--- config.mk ---
export PLATFORM = sky130hd
export DESIGN_NAME = conv_tile_scheduler
export DESIGN_NICKNAME = d
export VERILOG_FILES = /design/src/rtl/conv_tile_scheduler.sv
export SDC_FILE = /design/constraint.sdc
export NUM_CORES = 1
export LEC_CHECK = 0
export CAP_MARGIN = 10
export CELL_PAD_IN_SITES_DETAIL_PLACEMENT = 1
export CELL_PAD_IN_SITES_GLOBAL_PLACEMENT = 2
export CORE_ASPECT_RATIO = 0.6
export CORE_UTILIZATION = 35
export DETAILED_ROUTE_END_ITERATION = 10
export GPL_ROUTABILITY_DRIVEN = 1
export PLACE_DENSITY = 0.92
export SYNTH_ARGS = -nofsm -noshare
export SYNTH_HDL_FRONTEND = slang
export SYNTH_SLANG_ARGS = --single-unit
--- constraint.sdc ---
create_clock -name clk -period 6.6 [get_ports clk]
set_clock_uncertainty 0.05 [all_clocks]
set_input_delay 1.32 -clock clk [delete_from_list [all_inputs] [get_ports clk]]
set_output_delay 1.32 -clock clk [all_outputs]
set_load 0.1 [all_outputs]
--- src/rtl/conv_tile_scheduler.sv ---
`timescale 1ns/1ps
// conv_tile_scheduler
// Layer-level controller in front of the tile convolution engine. It walks the
// tile loop nest of one convolution layer (m innermost, then n, col, row),
// presents each tile's base coordinates, and pulses a tile start. It waits for
// the engine's tile-done pulse and leaves a settle gap before the next tile.
// After the last tile it pulses conv_done.
//
// Ports:
//   clk             system clock
//   rst             asynchronous, active-high reset
//   conv_start      single-cycle layer start pulse (honoured only when idle)
//   conv_done       single-cycle layer completion pulse
//   busy            high from the cycle after an accepted start through conv_done
//   conv_tile_start single-cycle tile start pulse
//   conv_tile_done  single-cycle tile completion pulse (honoured only in WAIT)
//   tile_base_n/m/row/col  current tile base coordinates
//   tile_cnt        tiles completed in the current layer
module conv_tile_scheduler #(
  parameter int CW              = 16,
  parameter int N               = 32,
  parameter int M               = 32,
  parameter int R               = 64,
  parameter int C               = 32,
  parameter int Tn              = 16,
  parameter int Tm              = 16,
  parameter int Tr              = 64,
  parameter int Tc              = 16,
  parameter int TILE_ROW_OFFSET = 2,
  parameter int GAP             = 4
) (
  input  logic          clk,
  input  logic          rst,
  input  logic          conv_start,
  output logic          conv_done,
  output logic          busy,
  output logic          conv_tile_start,
  input  logic          conv_tile_done,
  output logic [CW-1:0] tile_base_n,
  output logic [CW-1:0] tile_base_m,
  output logic [CW-1:0] tile_base_row,
  output logic [CW-1:0] tile_base_col,
  output logic [CW-1:0] tile_cnt
);

  localparam logic [2:0] S_IDLE  = 3'd0;
  localparam logic [2:0] S_ISSUE = 3'd1;
  localparam logic [2:0] S_WAIT  = 3'd2;
  localparam logic [2:0] S_GAP   = 3'd3;
  localparam logic [2:0] S_DONE  = 3'd4;

  // One extra bit on the sums so base+step never wraps before the compare.
  localparam logic [CW:0] STEP_M  = (CW+1)'(Tm);
  localparam logic [CW:0] BOUND_M = (CW+1)'(M);
  localparam logic [CW:0] STEP_N  = (CW+1)'(Tn);
  localparam logic [CW:0] BOUND_N = (CW+1)'(N);
  localparam logic [CW:0] STEP_C  = (CW+1)'(Tc - TILE_ROW_OFFSET);
  localparam logic [CW:0] BOUND_C = (CW+1)'(C - TILE_ROW_OFFSET);
  localparam logic [CW:0] STEP_R  = (CW+1)'(Tr - TILE_ROW_OFFSET);
  localparam logic [CW:0] BOUND_R = (CW+1)'(R - TILE_ROW_OFFSET);
  localparam logic [CW-1:0] GAP_LAST = CW'(GAP - 1);

  logic [2:0]    state_q, state_d;
  logic [CW-1:0] n_q, n_d, m_q, m_d, row_q, row_d, col_q, col_d;
  logic [CW-1:0] cnt_q, cnt_d, gap_q, gap_d;
  logic          start_q, start_d, done_q, done_d, busy_q, busy_d;

  logic [CW:0]   m_sum, n_sum, c_sum, r_sum;
  logic          m_wrap, n_wrap, c_wrap, r_wrap, last_tile;
  logic [CW-1:0] m_nxt, n_nxt, c_nxt, r_nxt;

  // Next tile coordinates: an inner loop wrapping to 0 carries into the next
  // outer loop; the last tile is the one where every loop wraps.
  always_comb begin
    m_sum  = {1'b0, m_q}   + STEP_M;
    n_sum  = {1'b0, n_q}   + STEP_N;
    c_sum  = {1'b0, col_q} + STEP_C;
    r_sum  = {1'b0, row_q} + STEP_R;
    m_wrap = (m_sum >= BOUND_M);
    n_wrap = (n_sum >= BOUND_N);
    c_wrap = (c_sum >= BOUND_C);
    r_wrap = (r_sum >= BOUND_R);
    last_tile = m_wrap && n_wrap && c_wrap && r_wrap;
    m_nxt = m_wrap ? '0 : m_sum[CW-1:0];
    n_nxt = !m_wrap ? n_q : (n_wrap ? '0 : n_sum[CW-1:0]);
    c_nxt = !(m_wrap && n_wrap) ? col_q : (c_wrap ? '0 : c_sum[CW-1:0]);
    r_nxt = !(m_wrap && n_wrap && c_wrap) ? row_q : (r_wrap ? '0 : r_sum[CW-1:0]);
  end

  always_comb begin
    state_d = state_q;
    n_d     = n_q;
    m_d     = m_q;
    row_d   = row_q;
    col_d   = col_q;
    cnt_d   = cnt_q;
    gap_d   = gap_q;
    start_d = 1'b0;
    done_d  = 1'b0;
    busy_d  = busy_q;
    case (state_q)
      S_IDLE: begin
        if (conv_start) begin
          state_d = S_ISSUE;
          n_d     = '0;
          m_d     = '0;
          row_d   = '0;
          col_d   = '0;
          cnt_d   = '0;
          start_d = 1'b1;
          busy_d  = 1'b1;
        end
      end
      S_ISSUE: state_d = S_WAIT;
      S_WAIT: begin
        if (conv_tile_done) begin
          cnt_d = cnt_q + CW'(1);
          if (last_tile) begin
            // Bases keep the last tile's values through DONE and IDLE.
            state_d = S_DONE;
            done_d  = 1'b1;
          end else begin
            state_d = S_GAP;
            gap_d   = '0;
            n_d     = n_nxt;
            m_d     = m_nxt;
            row_d   = r_nxt;
            col_d   = c_nxt;
          end
        end
      end
      S_GAP: begin
        if (gap_q == GAP_LAST) begin
          state_d = S_ISSUE;
          start_d = 1'b1;
        end else begin
          gap_d = gap_q + CW'(1);
        end
      end
      S_DONE: begin
        state_d = S_IDLE;
        busy_d  = 1'b0;
      end
      default: begin
        state_d = S_IDLE;
        busy_d  = 1'b0;
      end
    endcase
  end

  always_ff @(posedge clk or posedge rst) begin
    if (rst) begin
      state_q <= S_IDLE;
      n_q     <= '0;
      m_q     <= '0;
      row_q   <= '0;
      col_q   <= '0;
      cnt_q   <= '0;
      gap_q   <= '0;
      start_q <= 1'b0;
      done_q  <= 1'b0;
      busy_q  <= 1'b0;
    end else begin
      state_q <= state_d;
      n_q     <= n_d;
      m_q     <= m_d;
      row_q   <= row_d;
      col_q   <= col_d;
      cnt_q   <= cnt_d;
      gap_q   <= gap_d;
      start_q <= start_d;
      done_q  <= done_d;
      busy_q  <= busy_d;
    end
  end

  assign conv_done       = done_q;
  assign busy            = busy_q;
  assign conv_tile_start = start_q;
  assign tile_base_n     = n_q;
  assign tile_base_m     = m_q;
  assign tile_base_row   = row_q;
  assign tile_base_col   = col_q;
  assign tile_cnt        = cnt_q;

endmodule

# == Word-level counts from Yosys, hierarchy flattened ==
# Cells that the tools add are included.
# word_totals
reg_bits,102
out_inout_bits,83
word_cells,87
# classes
add_sub_neg,6
n_lt_le_gt_ge,4
n_eq_ne,12
n_mux,39
n_bitwise,1
n_reduce_logical,15
# ops
op,count
$mux 16,20
$pmux 16 s2,6
$ge 17x6->1 const B,3
$add 16x5->17 const B,2
$add 16x1->16 const B,2
$add 16x4->17 const B,1
$add 16x6->17 const B,1
$ge 17x5->1 const B,1
$eq 16x2->1 const B,1
$ne 2x2->1 const B,8
$reduce_and 5->1,3
$mux 3,4
$pmux 3 s4,1
$reduce_and 4->1,2
$eq 3x2->1 const B,2
$mux 1,6
$reduce_and 3->1,2
$pmux 1 s2,2
$reduce_bool 2->1,2
$eq 3x1->1 const B,1
$logic_and 1x1->1,3
$logic_not 3->1,1
$reduce_or 3->1,1
$reduce_and 2->1,1
$not 1->1,1

# == Logic depth before layout (Yosys ltp) ==
# Gate-level depths: netlist of the first run.
# depth
ltp_word,8
mapped_depth,12
mapped_depth_nobuf,10

# == Least setup slack after synthesis of the first run ==
# No wires, ideal clock.
# synth_path
path_kind,register to register
startpoint,"register row_q[1], in the netlist tile_base_row[1]"
endpoint,"register col_q[3], in the netlist tile_base_col[3]"
setup_time_ns,0.124
arrival_ns,3.242
required_ns,6.426
slack_ns,3.184
stages_incl_launch_ff,10
n_path_buf,0
period_less_slack_ns,3.416
cell_sequence,dfrtp_1 inv_1 ha_1 nor4b_4 a2111oi_0 a21oi_1 or4_4 and4_4 or2_4 a211o_1
# synth_via
elab_chain_cells,5
# synth_rtl
item,line_no,rtl
start: declaration,64,"logic [CW-1:0] n_q, n_d, m_q, m_d, row_q, row_d, col_q, col_d;"
start signal: assignment,167,row_q <= row_d;
$add 16x6->17,78,"r_sum = {1'b0, row_q} + STEP_R;"
$ge 17x6->1,82,r_wrap = (r_sum >= BOUND_R);
$logic_and 1x1->1,83,last_tile = m_wrap && n_wrap && c_wrap && r_wrap;
$ne 2x2->1 (no line),n/a,
$reduce_and 5->1 (no line),n/a,
end signal: assignment,168,col_q <= col_d;
end: declaration,64,
# No other way between the ends.
# A chain may end at the register's enable or synchronous reset.

# == Final worst setup path of the first run ==
# layout_path
startpoint,"register col_q[1], in the netlist tile_base_col[1]"
endpoint,"register m_q[4], in the netlist tile_base_m[4]"
# layout_via
elab_chain_cells,6
# layout_rtl
item,line_no,rtl
$add 16x4->17,77,"c_sum = {1'b0, col_q} + STEP_C;"
$ge 17x5->1,81,c_wrap = (c_sum >= BOUND_C);
$logic_and 1x1->1 (2 in series),83,
$ne 2x2->1 (no line),n/a,
$reduce_and 4->1 (no line),n/a,
end signal: assignment,166,m_q <= m_d;
end: declaration,64,
# No other way between the ends.

==> results of run 1 <==
-- metrics by stage --
stage	power, uW	setup WS [ns]	std cells
floorplan	1600	2.84	521
global placement	1830	2.87	766
detailed placement	1870	2.82	766
CTS	2420	2.79	782
global route	2540	2.57	782
finish	2410	2.78	782
-- power groups by stage --
stage | sequential (uW) | combinational (uW) | clock [uW]
final | 827 | 1030 | 545
after global routing | 849 | 1110 | 576
after CTS | 824 | 1040 | 555
after detailed placement | 831 | 1030 | 0
after global placement | 828 | 997 | 0
after floorplan | 1050 | 545 | 0
-- worst max path at each step --
stage | endpoint | cells after the start
3_5_place_dp | tile_base_m[4]$_DFFE_PP0P_ | 9
2_1_floorplan | busy$_DFFE_PP0P_ | 1
5_1_grt | tile_base_m[4]$_DFFE_PP0P_ | 9
3_3_place_gp | tile_base_row[3]$_DFFE_PP0P_ | 6
6_report | tile_base_m[4]$_DFFE_PP0P_ | 10
4_1_cts | tile_base_m[4]$_DFFE_PP0P_ | 9
-- layout make-up --
type	instances	area share, %
inverters	15	0.936
multi-input cells	390	40.1
repair buffers	77	12.5
clock buffers	12	4.17
well taps	192	3.91
flip-flops and latches	92	37.5
clock inverters	4	0.896
-- flip-flops by register name (all words and copies together) (netlist names) --
signal and flops:
tile_base_col 15, gap_q 16, tile_base_n 12, tile_cnt 16
busy 1, conv_done 1, conv_tile_start 1, tile_base_m 12
tile_base_row 15, state_q 3
-- metal layers --
layer  global-route usage (%)  vias to the layer above  wire [um]
met2                     29.5                       85       5960
met5                        0                        -          0
li1                         -                     1979          -
met4                     3.43                        0         93
met3                     4.75                        6        537
met1                     29.2                     2115       7020
-- critical path: cells and delay by family (launching register included) --
kind / cells / cell delay [ns]
AO/OA/AOI/OAI: 2 / 0.65
adder cells (fa/ha/maj): 1 / 0.22
buffers and inverters: 1 / 0.12
flip-flops: 1 / 0.51
multiplexers: 1 / 0.42
AND/OR/NAND/NOR: 5 / 1.75
-- kinds of logic (layout without fill, tap and decap cells) --
kind of cell,count (synthesis),after routing
muxes,5,5
xor gates and xnor gates,23,23
adders and majority gates,8,8
AOI/OAI and AO/OA,100,100
other,1,10
buffers and inverters,39,108
and+or+nand+nor,244,244
DFF,92,92
-- synth_stat cells, drive strengths merged (3+ instances only) --
master | number | area, sq um
nand2b | 5 | 31.3
a2111oi | 3 | 51.3
clkbuf | 10 | 40.0
o211ai | 3 | 22.5
nand3 | 25 | 130
a41oi | 3 | 33.8
nor2b | 12 | 75.1
a21o | 7 | 55.1
and2 | 35 | 220
a21oi | 24 | 124
nor3b | 5 | 37.5
dfrtp | 92 | 2300
nor2 | 51 | 196
and4 | 6 | 55.1
and3 | 9 | 56.3
xor2 | 13 | 114
xnor2 | 10 | 87.6
mux2 | 4 | 45.0
nor4 | 9 | 56.3
o31ai | 3 | 22.5
nor3 | 16 | 80.1
o21ai | 12 | 60.1
nor4b | 6 | 67.6
a211o | 3 | 27.5
nand4 | 14 | 93.8
ha | 8 | 100
buf | 14 | 101
inv | 15 | 56.3
a31oi | 23 | 150
nand2 | 40 | 150
or2 | 3 | 21.3
==> results.md, run 1 <==
- The maximum number of pins on one net before global-route repair is 56.
- The CTS tree is done.
- The synthesized netlist devotes 4.09% of its cell area to XOR and XNOR gates.
- The count of pins over their slew limit is 0.
- The slew of the pin with the lowest slew margin is 1.15 ns.
- The post-synthesis instance area is 4930 sq um.
- The worst register-to-register path begins at tile_base_col[1]$_DFFE_PP0P_.
- The max-capacitance violation count is 0.
- The multiplexer fraction of the synthesized cell area is 1.12%.
- After detailed routing, the number of remaining DRC violations is 0.
- For this design, the CTS-stage hold fixing added 0 buffers.
- The part of the cycle the worst path needs is 57.9%.
- The via-per-instance ratio is 5.35.
- The endpoint kind of the worst setup timing path is a flop.
- On the final layout, the worst hold slack is 0.457 ns.
- The worst hold path depth is 2.
- Per report_power, the clock group accounts for 22.7% of the total.
- The DRC violation total after the first TritonRoute iteration is 244.
- After layout, the minimum clock period comes to 3.82 ns.
- The footprint of the flip-flops and latches is 2300 sq um.
- At the end of the flow, the number of nets in the layout was 597.
- The diode insertion count for antenna repair is 0.
- Global routing finished with a remaining overflow of 0.
- Measured against its own limit, the worst slew margin works out to 22.8%.
- The post-synthesis simple-gate area fraction is 27.2%.
- The run finished with clean final reports.
- The Yosys step of the flow raised 0 warnings.
- At the worst endpoint, the arrival time is 4.00 ns.
- The post-synthesis area per instance is 9.62 sq um.
- Summed over all nets, the switching power comes to 1120 uW.
- The die covers 14,600 sq um.
- The total of flip-flops plus latches after synthesis is 92.
- The clock buffer count from CTS is 9.
- The count of port buffers added during placement is 76.
- The startpoint identified for the worst hold timing path is busy$_DFFE_PP0P_.
- Of the total power, combinational logic draws 43.0%.
- Summing the areas of all compound-gate instances in the mapped netlist gives 14.8% of the synthesized area.
- The path with the worst hold slack has its endpoint at busy$_DFFE_PP0P_.
- Setup violations remaining at the end of the flow were counted as 0.
- The depth of the worst register-to-register path is 10.
- In the synthesized netlist the dominant register cell turns out to be sky130_fd_sc_hd__dfrtp_1.
- Detailed placement finished with a half-perimeter wire length of 9670 um.
- The die extent in x is 155 um.
- The number of failing hold endpoints at the final stage is 0.
- The largest buffer count on any clock path is 2.
- Measured along the y axis, the die boundary spans 93.9 um.
- The biggest cell delay along the critical path is 0.75 ns.
- The routability-driven placement congestion ratio is 0.824.
- Global routing used 19.8% of the available tracks.
- At the worst endpoint, the required time is 6.78 ns.
- The layout has 1,574 filler cells.
- Dividing total power by cell area gives a power density of 392 nW/um^2.
- The count of cells resized by post-cts repair is 0.
- Clock-pin slew was measured on the worst setup and hold paths at 0.07 ns.
- The relative area change from synthesis to final layout is 24.7%.
- The H-tree was split into 3 levels.
- For this run, the share of the core covered by cells in the final layout is 44.8%.
- The critical path is of the reg2reg type.
- Leaving out fill and tap cells, the most frequent cells in the layout are 92 x sky130_fd_sc_hd__dfrtp_1, 76 x sky130_fd_sc_hd__clkdlybuf4s50_1, 49 x sky130_fd_sc_hd__nor2_1.
- The clock network latency to the later pin of the worst-skew pair is 0.35 ns.
- IR analysis of the VDD net gives a maximum drop of 0.225 mV.
- The remaining antenna violation count after routing is 0.
- The via count of the first global-routing pass came to 4,199.
- The critical path goes through inv_1, ha_1, nand2b_1, and3_1, a2111o_1, a21oi_1, nand4_2, and4_4, nor2_1, mux2_2.
- The static leakage is 0.00262 uW.
- The area of the multi-input gates is 2470 sq um.
- The area of all placed cells without fillers is 6150 sq um.
- The setup TNS is 0 ns.
- The cell count after synthesis is 512.
- After Yosys synthesis, full adders, half adders and majority gates account for 2.03% of the synthesized area.
- The number of antenna violations at the first check in global routing is 0.
- The wire length after detailed routing is 13,600 um.
- The boundary pin count is 87.
- The detailed-routing iteration count for the pre-antenna-repair pass is 4.
- The cell sitting at the root of the clock tree is a sky130_fd_sc_hd__clkbuf_16.
- The number of setup buffers added after CTS is 0.
- The sequential cell fraction of total power is 34.4%.
- The wire length of the first global-routing pass is 22,800 um.
- In the synthesized netlist the async set-or-reset flop fraction comes to 100%.
- The cell area reported after detailed placement is 5830 sq um.
- The largest fanout on the critical path is 12.
- The total area inside the core boundary comes to 13,700 sq um.
- The average detailed-routed wire length per instance is 17.4 um.
- The launch point of the critical path is tile_base_col[1]$_DFFE_PP0P_.
- The number of vias in the routed layout is 4,185.
- Setup slack on the worst reg-to-reg path comes out at 2.78 ns.
- The terminus of the critical flop-to-flop path is tile_base_m[4]$_DFFE_PP0P_.
- The highest achievable clock rate is 262 MHz.
- The class of the worst hold path is reg2reg.
- The main combinational cell family by area after synthesis is simple AND/OR/NAND/NOR gates.
- The floorplan has 33 rows.
- The internal portion of total power is 1280 uW.
- The distinct cell type count after synthesis is 74.
- The share of synthesized area occupied by flip-flops and latches is 46.7%.
- Clock tree synthesis found a total of 92 sinks.
- Among all stages on the critical path, the largest delay is contributed by sky130_fd_sc_hd__nor2_1.
- The most common cell after layout, fill and taps aside is sky130_fd_sc_hd__dfrtp_1.
- In this run, synthesis inferred 0 flip-flops with an integrated enable.
- The fraction of final layout cells with drive strength greater than 1 is 7.29%.
- The switching power share of the total is 46.7%.
- The startpoint type of the worst setup path is a flop.
- Once the floorplan was initialized, standard cells occupied 35.9% of the core.
- Setup repair after global routing left no endpoint under its margin.
Note: power is estimated with default switching activity, not from simulation.
==> run 2: changes to the inputs <==
CORE_UTILIZATION = 33   (was 35)
PLACE_DENSITY = 0.88   (was 0.92)
clock period = 4 ns   (was 6.6 ns; I/O delays follow)
==> results.md, run 2 (same netlist as run 1, synthesis figures left out) <==
- The run finished with clean final reports.
- The number of antenna violations at the first check in global routing is 0.
- The category of the critical setup timing path is reg2reg.
- The post-layout worst setup margin is 0.622 ns.
- The wire length after detailed routing is 13,100 um.
- The routability-driven placement congestion ratio is 0.801.
- At the pin with the least slew margin, the transition time is 1.06 ns.
- The largest fanout on the critical path is 18.
- The final core utilization is 42.4%.
- The wire length of the first global-routing pass is 22,500 um.
- The remaining antenna violation count after routing is 0.
- The row count is 34.
- The total core area is 14,500 sq um.
- Static timing analysis puts the maximum clock frequency at 296 MHz.
- The clock root buffer master is sky130_fd_sc_hd__clkbuf_16.
- For this configuration, the core starts out at a cell density of 33.9%.
- The post-placement worst setup slack is 0.647 ns.
- The count of pins over their slew limit is 0.
- The DRC violation total after the first TritonRoute iteration is 199.
- The count of buffers added on input and output ports is 76.
- The worst-case IR drop observed on VDD is 0.392 mV.
- The residual DRC count is 0.
- After the last flow step, the layout net total stands at 600.
- The fraction of final layout cells with drive strength greater than 1 is 7.42%.
- From left edge to right edge, the die measures 160 um.
- After clock tree synthesis, the repair step resized 0 gates.
- The detailed-routing iteration count for the pre-antenna-repair pass is 4.
- The required time of the worst setup path is 4.18 ns.
- The clock sink total is 92.
- Relative to the synthesized area, the layout overhead comes to 25.1%.
- In the final routed layout, each cell accounts on average for 16.6 um.
- The static leakage is 0.00262 uW.
- The number of filler cells placed in the layout is 1,672.
- The shortest clock period the worst path allows after layout is 3.38 ns.
- The design draws 3900 uW.
- The boundary pin count is 87.
- The number of setup buffers added after CTS is 0.
- The number of setup violations in the final report is 0.
- The class of the worst hold path is reg2reg.
- 0 antenna diodes ended up in the layout.
- The number of failing hold endpoints at the final stage is 0.
- TritonCTS built the clock tree.
- The worst setup path is launched from a flop.
- For this block, the via count after detailed routing is 4,171.
- The part of the cycle the worst path needs is 84.4%.
- Measured against its own limit, the worst slew margin works out to 29.0%.
- The maximum number of pins on one net before global-route repair is 49.
- The clock network latency to the later pin of the worst-skew pair is 0.34 ns.
- The areal power density over the cells is 633 nW/um^2.
- The most common cell after layout, fill and taps aside is sky130_fd_sc_hd__dfrtp_1.
- In this run the number of H-tree levels came out at 3.
- The endpoint kind of the worst setup timing path is a flop.
- Summed over all layers, the global routing overflow is 0.
- The tool flagged a number of max-cap violations equal to 0.
- Setup repair after global routing left no endpoint under its margin.
- The overall routing resource usage is 18.1%.
- In the layout the commonest cells are 92 x sky130_fd_sc_hd__dfrtp_1, 76 x sky130_fd_sc_hd__clkdlybuf4s50_1, 49 x sky130_fd_sc_hd__nor2_1.
- The clock passes through at most 2 buffers.
- The die is 96.7 um tall.
- The via-per-instance ratio is 5.27.
- The data arrival time of the worst path is 3.56 ns.
- The via count of the first global-routing pass was 4,183.
- The register clock-pin slew on the reported worst setup and hold paths is 0.06 ns.
- The hold buffer count at cts is 0.
- The HPWL after detailed placement is 9540 um.
- The area enclosed by the die boundary is 15,400 sq um.
- In this run, CTS created clock tree buffers numbering 9.
- Summed over all failing endpoints, the final setup total negative slack is 0 ns.
run 2: where the power goes:
part           total (uW)  leakage, uW  switching, uW  internal, uW
logic                1750      0.00123           1220           528
registers            1320      0.00126            237          1080
clock network         835     0.000133            351           484
run 2: worst max-delay path, stage by stage, from the launching register on:
cell and delay (ns):
sky130_fd_sc_hd__dfrtp_1 0.45, sky130_fd_sc_hd__ha_1 0.29, sky130_fd_sc_hd__or4b_1 0.54, sky130_fd_sc_hd__a21oi_1 0.16
sky130_fd_sc_hd__a21oi_1 0.09, sky130_fd_sc_hd__a2111oi_4 0.47, sky130_fd_sc_hd__a31oi_2 0.15, sky130_fd_sc_hd__a41oi_2 0.66
sky130_fd_sc_hd__nor3b_1 0.17, sky130_fd_sc_hd__a21o_2 0.22
run 2: worst paths after layout:
path,startpoint,end,slack (ns),cells past startpoint
setup reg to reg,tile_base_m[4]$_DFFE_PP0P_,tile_base_row[3]$_DFFE_PP0P_,0.62,9
hold / removal,gap_q[15]$_DFFE_PP0P_,gap_q[15]$_DFFE_PP0P_,0.45,1
hold reg to reg,gap_q[15]$_DFFE_PP0P_,gap_q[15]$_DFFE_PP0P_,0.45,1
max in group asynchronous,rst,tile_base_row[3]$_DFFE_PP0P_,2.31,3
min in group asynchronous,rst,tile_base_m[7]$_DFFE_PP0P_,0.87,2
setup / recovery,tile_base_m[4]$_DFFE_PP0P_,tile_base_row[3]$_DFFE_PP0P_,0.62,9
run 2: metrics by stage:
step | area, sq um | std cells | hold slack, ns
4_1_cts | 6160 | 791 | 0.450
5_1_grt | 6160 | 791 | 0.481
3_5_place_dp | 5880 | 775 | 0.439
3_3_place_gp | 5880 | 775 | 0.423
2_1_floorplan | 4960 | 521 | 0.401
6_report | 6160 | 791 | 0.453
run 2: final cells by class:
type,count,area (sq um),share of cell area [%]
flip-flops and latches,92,2300,37.4
clock inverters,4,50.0,0.812
well taps,198,248,4.02
multi-input cells,390,2470,40.0
repair buffers,80,803,13.0
clock buffers,12,236,3.84
inverters,15,57.6,0.934
run 2: per-layer routing:
metal,wire length [um],part of all wire [%],vias up,global-route usage (%)
met4,89,0.68,0,3.99
li1,-,-,1989,-
met5,0,0,-,0
met3,701,5.3,9,4.93
met2,5600,43,82,26.2
met1,6740,51,2091,26.7
